==> config.mk <==
export PLATFORM = sky130hd
export DESIGN_NAME = d_to_jk_counter
export DESIGN_NICKNAME = d
export VERILOG_FILES = /design/src/rtl/d_to_jk_counter.sv
export SDC_FILE = /design/constraint.sdc
export NUM_CORES = 1
export LEC_CHECK = 0
export ABC_AREA = 1
export BUFFER_PORTS_ARGS = -buffer_cell sky130_fd_sc_hd__buf_2
export CORE_AREA = 2 2 39 41
export DETAILED_ROUTE_END_ITERATION = 8
export DIE_AREA = 0 0 41 43
export PLACE_DENSITY = 0.68
export SLEW_MARGIN = 20
export SYNTH_ARGS = -nofsm -noshare
export SYNTH_HDL_FRONTEND = slang
export SYNTH_SLANG_ARGS = --single-unit
==> constraint.sdc <==
create_clock -name clk -period 2 [get_ports clk]
set_input_delay 0.2 -clock clk [delete_from_list [all_inputs] [get_ports clk]]
set_output_delay 0.2 -clock clk [all_outputs]
set_load 0.02 [all_outputs]
==> src/rtl/d_to_jk_counter.sv <==
// W-bit up/down/load counter built from JK stages, each a D flop with JK conversion logic.
// Latency: one clk edge from input change to Q. No backpressure; en=0 simply holds state.

module jk_from_d_stage (
  input  logic clk,
  input  logic rst,
  input  logic j,
  input  logic k,
  output logic q,
  output logic qb
);

  logic d;

  assign d = (j & ~q) | (~k & q);

  // Qb is its own flop so it never depends combinationally on q.
  always_ff @(posedge clk) begin
    if (rst) begin
      q  <= 1'b0;
      qb <= 1'b1;
    end else begin
      q  <= d;
      qb <= ~d;
    end
  end

endmodule

module d_to_jk_counter #(
  parameter int W = 4
) (
  input  logic         clk,
  input  logic         rst,
  input  logic         en,
  input  logic [1:0]   mode,
  input  logic [W-1:0] load_data,
  output logic [W-1:0] Q,
  output logic [W-1:0] Qb,
  output logic         tc
);

  localparam logic [1:0] MODE_HOLD = 2'b00;
  localparam logic [1:0] MODE_UP   = 2'b01;
  localparam logic [1:0] MODE_DOWN = 2'b10;
  localparam logic [1:0] MODE_LOAD = 2'b11;

  logic [W-1:0] j_sel;
  logic [W-1:0] k_sel;

  // Running AND of lower bits: stage i toggles when every stage below it is 1 (up) or 0 (down).
  always_comb begin
    logic up_all;
    logic dn_all;
    j_sel  = '0;
    k_sel  = '0;
    up_all = 1'b1;
    dn_all = 1'b1;
    for (int i = 0; i < W; i++) begin
      if (en) begin
        case (mode)
          MODE_HOLD: begin
            j_sel[i] = 1'b0;
            k_sel[i] = 1'b0;
          end
          MODE_UP: begin
            j_sel[i] = up_all;
            k_sel[i] = up_all;
          end
          MODE_DOWN: begin
            j_sel[i] = dn_all;
            k_sel[i] = dn_all;
          end
          MODE_LOAD: begin
            j_sel[i] = load_data[i];
            k_sel[i] = ~load_data[i];
          end
          default: begin
            j_sel[i] = 1'b0;
            k_sel[i] = 1'b0;
          end
        endcase
      end
      up_all = up_all & Q[i];
      dn_all = dn_all & Qb[i];
    end
  end

  for (genvar g = 0; g < W; g++) begin : g_stage
    jk_from_d_stage u_stage (
      .clk (clk),
      .rst (rst),
      .j   (j_sel[g]),
      .k   (k_sel[g]),
      .q   (Q[g]),
      .qb  (Qb[g])
    );
  end

  assign tc = en & (((mode == MODE_UP) & (&Q)) | ((mode == MODE_DOWN) & ~(|Q)));

endmodule

Yosys cells after proc, flatten, opt, wreduce, memory -nomap -nowiden
Cells that the tools add are included.
{ "classes": {"n_eq_ne": 3, "muxes": 16, "bitwise": 37, "n_reduce_logical": 4} }
{ "ops": {"columns": ["cell", "count"], "rows": [
  ["1-bit one-hot mux with 4 select lines", 6],
  ["1-bit NOT", 17],
  ["1-bit bitwise AND", 15],
  ["1-bit 2-to-1 mux", 8],
  ["1-bit one-hot mux with 3 select lines", 2],
  ["1-bit OR", 5],
  ["2-bit == test (second input constant)", 2],
  ["4-bit AND reduction", 1],
  ["4-bit OR reduction", 1],
  ["2-bit by 1-bit == test with 1-bit output (second input constant)", 1],
  ["2-bit zero test", 1],
  ["2-bit OR reduction", 1]
]} }
{ "totals": {"register_bits": 8, "inputBits": 9, "output_inout_bits": 9, "wordCells": 68} }

Longest topological paths before layout
Gate-level depths: netlist of run 1.
{ "depth": {"word_depth": 8, "ltp_mapped": 9, "ltp_nobuf": 9} }

Modules after synthesis
A second synthesis of run 1 with hierarchy kept.
{ "hier_totals": {"hier_cells": 94, "area_unflattened_um2": 566.8} }
{ "by_module_without_submodules": {"columns": ["module", "instances", "cells_per_inst", "area_each_um2", "seq_area_each_um2"], "rows": [
  ["jk_from_d_stage", 4, 11, 77.6, 40.0],
  ["d_to_jk_counter", 1, 50, 256.5, 0.0]
]} }

Worst setup path before layout of run 1
No wires, ideal clock.
{ "synth_path": {"path_kind": "input to output", "start": "input port mode[1]", "end": "output port tc", "t_arrival_ps": 1026, "t_required_ps": 1800, "path_slack_ps": 774, "path_stages": 5, "path_buffers": 0, "path_cell_list": "inv_1 ha_1 nand4_1 or2_1 a21oi_2"} }
{ "synth_between": {"elab_chain_cells": 4, "elab_cells_between_ends": 6, "classes_between": "eq/ne (2); bitwise (4)"} }
{ "synth_rtl": {"columns": ["element", "line", "rtl"], "rows": [
  ["start, declared", "36", "input logic [1:0] mode,"],
  ["2-bit by 1-bit == test with 1-bit output or 2-bit == test (tied branches)", "100", "assign tc = en & (((mode == MODE_UP) & (&Q)) | ((mode == MODE_DOWN) & ~(|Q)));"],
  ["1-bit bitwise AND", "100", null],
  ["1-bit OR *", "100", null],
  ["1-bit bitwise AND *", "100", null],
  ["end, declared", "40", "output logic tc"]
]} }
Every way passes the cells marked *; elsewhere a longest branch is shown, timed or not.

Final worst setup path of run 1
{ "layout_path": {"start": "register g_stage[0].u_stage.q", "end": "output port tc"} }
{ "layout_between": {"elab_chain_cells": 5, "elab_cells_between_ends": 7, "classes_between": "bitwise (5); reduce/logical (2)"} }
{ "layout_rtl": {"columns": ["element", "line", "rtl"], "rows": [
  ["start, declared", "9", "output logic q,"],
  ["start signal, assigned", "20", "q <= 1'b0;"],
  ["start signal, assigned", "23", "q <= d;"],
  ["4-bit OR reduction", "100", null],
  ["1-bit NOT", "100", null],
  ["1-bit bitwise AND", "100", null],
  ["1-bit OR *", "100", null],
  ["1-bit bitwise AND *", "100", null]
]} }
Marked as above.

==> results of run 1 <==
[per-layer routing]
layer	global-route usage	vias up	wire length [um]
li1	-	272	-
met1	0.1596	215	511
met2	0.2063	16	484
met3	0.03141	2	72
met4	0.06000	0	13
met5	0	-	0
[cell type report]
class / count / area, um2
Tap cell: 16 / 20.02
Timing Repair Buffer: 17 / 85.08
Fill cell: 143 / 760.7
Clock buffer: 3 / 22.52
Sequential cell: 8 / 160.2
Inverter: 12 / 58.81
Multi-Input combinational cell: 50 / 276.5
[per-stage QoR]
step	area [um2]	util	setup slack (ns)	total power (W)	hold WS [ns]
2_1_floorplan	555.5	-	0.7741	0.0002690	0.2724
3_3_place_gp	600.6	0.4340	0.6052	0.0002856	0.3739
3_5_place_dp	600.6	0.4340	0.5503	0.0002875	0.3804
4_1_cts	623.1	0.4503	0.4503	0.0004115	0.1099
5_1_grt	623.1	0.4503	0.3395	0.0004327	0.1059
6_report	623.1	0.4503	0.4495	0.0004094	0.1092
[state kept, by name, summed over array words and instances, names as in the netlist]
name / count
g_stage.u_stage.q: 4
g_stage.u_stage.qb: 4
[cell families after synthesis]
family,after synthesis
adder cells (fa/ha/maj),4
flip-flops,8
AO/OA/AOI/OAI,10
AND/OR/NAND/NOR,36
buffers and inverters,20
[synthesized netlist by cell type, types with 2 or more instances]
cell type,instances,area [um2]
dfxtp_1,8,160.2
nand3_1,9,45.04
ha_1,4,50.05
or2_1,2,12.51
nand4_1,2,12.51
inv_1,8,30.03
nor2_1,7,26.28
nand2_1,14,52.55
buf_4,8,60.06
o211ai_1,3,22.52
inv_2,3,11.26
a21oi_1,3,15.01
o21ai_1,3,15.01
[how the worst max path moves through the flow]
stage          end  slack, ns
5_1_grt         tc       0.34
3_3_place_gp    tc       0.61
6_report        tc       0.45
4_1_cts         tc       0.45
3_5_place_dp    tc       0.55
2_1_floorplan   tc       0.77
[power by group]
part / switching [W] / internal (W)
Sequential: 0.0000112 / 0.000171
Clock: 0.0000569 / 0.0000688
Combinational: 0.0000607 / 0.0000403
Total: 0.000129 / 0.000280
==> run metrics, run 1 <==
status=completed; Simple-Gate Fraction of Synth Area=0.2973; Max stage delay on crit path=0.42 ns; CTS root buf=clkbuf_4; number of buffers created by CTS=3; vias after detailed routing=505; Chip Width=41 um; depth of the most critical reg-to-reg path=5; Initial DRC Count=7; XOR/XNOR Fraction of Synth Area=0; Static Leak=0.3197 nW; #FFs+latches synth=8; reg-to-reg slack, setup=1.00 ns; GRT Util Overall=0.1310; hold crit path type=input pin to flip-flop; dpl hpwl=894.7 um; post-synthesis compound-gate area fraction=0.1104; relative slew slack=0.8539; Worst-Skew Late Latency=0.26 ns; critical path cell sequence=nand4_1 -> or2_1 -> a21oi_2 -> buf_2; Vias/cell=4.764; initial antenna violation count=0; CTS max path bufs=2; syn avg cell area=7.122 um2; Die Area=1763 um2; # clock sinks=8; Main synth FF type=dfxtp_1; CP bufs+invs=1; Yosys warning count=0; Worst EP arrival=1.35 ns; cts-stage hold buffer count=0; Layout Nets=105; final period utilization=0.7752; CP Capture Type=output port; Rows=14; setup tns final=0 ns; drt first pass iters=4; sequential fraction of the synthesis area=0.2883; grt ovf=0; worst path required time=1.80 ns; RSZ-0062 raised after global routing=no; post-synth net total=91; worst reg2reg path endpoint=g_stage[2].u_stage.qb; Power Density=657.0 nW/um2; largest net degree at the start of global routing=8; mapped cell area=555.5 um2; largest family of logic cells by synthesized area=simple AND/OR/NAND/NOR gates; Avg WL per Cell=10.21 um; Final Hold Fails=0; count of different cell masters after synthesis=17; I/O Buffers=17; Mapped Cells=78; drt drc=0; Hold Crit Endpoint=g_stage[1].u_stage.q; Crit Path Category=flip-flop to output port; routability cong.=0.8307; Final min period=1.550 ns; die extent in y=43 um; Post-Synth Adder-Cell Area=0.09009; DRT antenna net count=0; Peak supply drop=0.3203 mV; Hold Path Depth=2; Diodes inserted=0; Top delay family on crit path=flip-flops; global-route wire length before repair=1559 um; commonest non-fill, non-tap cell in the layout=buf_2; Ports=18; vias in the first global route=419; slowest cell on the critical path=dfxtp_1; Final setup viols=0; crit path launch type=flip-flop; ys async rst share=0; worst r2r src=g_stage[0].u_stage.q; total wire length=1082 um; Post-CTS Setup Repair Bufs=0; number of stages on the worst setup path=4; mux contribution to synthesized area=0; H-Tree Depth=1; placed insts=103; Setup Skew=0.002358 ns; layout cells sized above 1=0.2889; hold path start=rst; Initial Utilization=0.4014; Max Slew Vio Count=0; Resize count post-CTS=0; CTS tree=yes; maxcap violations=0; CTS clk-pin slew, worst paths=0.05 ns; Post-Layout Cell Count=106; commonest cells after routing, fill and taps aside=buf_2 (17), nand2_1 (14), nand3_1 (9); Area growth, synth to finish=12.16%; number of synthesized flops with an enable pin=0; actual slew at the worst max-slew pin=0.2192 ns; fmax=645.0 MHz; CP startpoint=g_stage[0].u_stage.q; CP Max Fanout=6; core area=1384 um2
No activity file was read; power rests on OpenSTA's default activity.
==> run 2: changes to the inputs <==
--- a/config.mk
+++ b/config.mk
@@ -5,7 +5,7 @@
 export SDC_FILE = /design/constraint.sdc
 export NUM_CORES = 1
 export LEC_CHECK = 0
-export ABC_AREA = 1
+export ABC_AREA = 0
 export BUFFER_PORTS_ARGS = -buffer_cell sky130_fd_sc_hd__buf_2
 export CORE_AREA = 2 2 39 41
 export DETAILED_ROUTE_END_ITERATION = 8
==> constraint.sdc (replaced) <==
create_clock -name clk -period 1.6 [get_ports clk]
set_input_delay 0.16 -clock clk [delete_from_list [all_inputs] [get_ports clk]]
set_output_delay 0.16 -clock clk [all_outputs]
set_load 0.02 [all_outputs]
==> run metrics, run 2 <==
number of stages on the worst setup path=5 (+1); Resize count post-CTS=0 (unchanged); Vias/cell=5.337 (+12%); worst reg2reg path endpoint=g_stage[3].u_stage.qb; CP startpoint=g_stage[0].u_stage.q; Max stage delay on crit path=0.31 ns (-0.11 ns); syn avg cell area=8.960 um2 (+26%); GRT Util Overall=0.1658 (+0.03478); number of buffers created by CTS=3 (unchanged); grt ovf=0 (unchanged); final hold slack=0.1703 ns (+0.06106 ns); die extent in y=43 um (unchanged); slowest cell on the critical path=dfxtp_1; # clock sinks=8 (unchanged); core area=1384 um2 (unchanged); DR WL met3=58 um (-19%); dpl cell area=638.1 um2 (+6.2%); Top delay family on crit path=buffers and inverters; vias in the first global route=496 (+18%); critical path cell sequence=buf_4 -> nor2_1 -> nand3_1 -> a21boi_0 -> buf_2; largest net degree at the start of global routing=9 (+1); I/O Buffers=17 (unchanged); Diodes inserted=0 (unchanged); commonest cells after routing, fill and taps aside=buf_2 (17), dfxtp_1 (8), inv_1 (5), buf_4 (5); Area growth, synth to finish=18.92%; Static Leak=0.3090 nW (-3.4%); layout cells sized above 1=0.3418 (+0.05288); Yosys warning count=0 (unchanged); Peak supply drop=0.3856 mV (+20%); WL met1=531 um (+3.9%); Initial DRC Count=7 (unchanged); CP Max Fanout=8 (+2); uppermost layer routed=met4; relative slew slack=0.8069 (-0.04693); Crit Path Category=flip-flop to output port; Commonest cells post-synth=buf_4 (8), dfxtp_1 (8), inv_1 (5); Final Hold Fails=0 (unchanged); Post-CTS Setup Repair Bufs=0 (unchanged); mapped cell area=555.5 um2 (unchanged); main area contributors after synthesis=dfxtp_1 (29%), buf_4 (11%), ha_1 (9.0%), a311o_1 (3.6%), inv_1 (3.4%); area leader, netlist=dfxtp_1; Die Area=1763 um2 (unchanged); depth of the most critical reg-to-reg path=3 (-2); CTS clk-pin slew, worst paths=0.05 ns (about the same); CP Capture Type=output port; maxcap violations=0 (unchanged); final period utilization=0.8835; fmax=707.4 MHz; WL met2=556 um (+15%); DRT antenna net count=0 (unchanged); CTS tree=yes; H-Tree Depth=1 (unchanged); cts-stage hold buffer count=0 (unchanged); Ports=18 (unchanged); worst r2r src=g_stage[0].u_stage.qb; vias after detailed routing=507 (+0.40%); Layout Nets=94 (-10%); dpl hpwl=941.1 um (+5.2%); Chip Width=41 um (unchanged); dpl ws=0.009211 ns (-0.5411 ns); hold crit path type=input pin to flip-flop; post-synth top area share=0.2883 (unchanged); worst path required time=1.44 ns (-0.36 ns); post-synth net total=75 (-18%); Initial Utilization=0.4014 (unchanged); Max Slew Vio Count=0 (unchanged); Design Area, Final=660.6 um2 (+6.0%); Final setup viols=0 (unchanged); setup tns final=0 ns (unchanged); CTS root buf=clkbuf_4; largest registers=g_stage.u_stage.q x4, g_stage.u_stage.qb x4; Worst EP arrival=1.25 ns (-0.10 ns); drt first pass iters=4 (unchanged); reg-to-reg slack, setup=0.23 ns (-0.77 ns); Main synth FF type=dfxtp_1; #FFs+latches synth=8 (unchanged); CTS max path bufs=2 (unchanged); CP bufs+invs=2 (+1); Setup Skew=0.001712 ns (-0.0006468 ns); total wire length=1158 um (+7.0%); global-route wire length before repair=1959 um (+26%); number of synthesized flops with an enable pin=0 (unchanged); Mapped Cells=62 (-21%); Power Density=792.5 nW/um2 (+21%); sequential fraction of the synthesis area=0.2883 (unchanged); ys async rst share=0 (unchanged); Rows=14 (unchanged); commonest non-fill, non-tap cell in the layout=buf_2; Final min period=1.414 ns; Worst-Skew Late Latency=0.26 ns (about the same); Avg WL per Cell=12.19 um (+19%); CP endpoint=tc; status=completed; count of different cell masters after synthesis=28 (+11); RSZ-0062 raised after global routing=no; crit path launch type=flip-flop; routability cong.=0.8348 (+0.49%); actual slew at the worst max-slew pin=0.2890 ns (+0.06981 ns); drt drc=0 (unchanged); final worst setup slack=0.1864 ns (-0.2632 ns); initial antenna violation count=0 (unchanged)
[run 2: cell types whose count changed after synthesis, sizes merged, moves of 2 or more]
cell / change
nand2: -12
inv: -6
nand3: -6
nor2: -4
nand2b: +3
a21o: +2
a311o: +2
and4: +2
nand4: -2
nor2b: +2
o211ai: -2
o21ai: -2
or2: -2
[run 2: cell families (layout without fill, tap and decap cells)]
group / count (synthesis) / in the layout / synth area share
buf+inv: 13 / 30 / 0.1419
simple gates: 18 / 18 / 0.1937
fa+ha+maj: 4 / 4 / 0.09009
flops: 8 / 8 / 0.2883
compound gates: 19 / 19 / 0.2860
[run 2: worst min path at each step]
stage                     startpoint                   end  depth (start not counted)
after global routing             rst  g_stage[0].u_stage.q                          2
after CTS                        rst  g_stage[0].u_stage.q                          2
final                            rst  g_stage[0].u_stage.q                          2
after detailed placement         rst  g_stage[0].u_stage.q                          2
after floorplan                  rst  g_stage[3].u_stage.q                          1
after global placement           rst  g_stage[3].u_stage.q                          2
[run 2: worst reg2reg max path, stage by stage, from the launching register on]
cell and delay, ns:
dfxtp_1 0.34, and4_1 0.20, o311a_1 0.36, a2111o_1 0.36
[run 2: area by class of cell]
class | instances | area, um2
clock buffers | 3 | 22.52
flip-flops and latches | 8 | 160.2
fillers | 132 | 723.2
inverters | 5 | 18.77
multi-input cells | 41 | 316.6
repair buffers | 22 | 122.6
well taps | 16 | 20.02
[run 2: through the flow]
step | total power, W | instances | util
2_1_floorplan | 0.0003350 | 62 | -
3_5_place_dp | 0.0003726 | 92 | 0.4611
3_3_place_gp | 0.0003707 | 92 | 0.4611
6_report | 0.0005236 | 95 | 0.4774
5_1_grt | 0.0005630 | 95 | 0.4774
4_1_cts | 0.0005309 | 95 | 0.4774
[run 2: where the power goes]
part           total, W  switching [W]  leakage [nW]  internal [W]
Clock          0.000155      0.0000689        0.0138     0.0000858
Sequential     0.000226      0.0000110        0.0657      0.000215
Combinational  0.000143      0.0000811         0.229     0.0000621
Total          0.000524       0.000161         0.309      0.000363
[run 2: routing by layer]
metal / vias to the layer above / global-route usage
li1: 260 / -
met1: 232 / 0.1968
met2: 12 / 0.2406
met3: 3 / 0.09948
met4: 0 / 0.05333
met5: - / 0
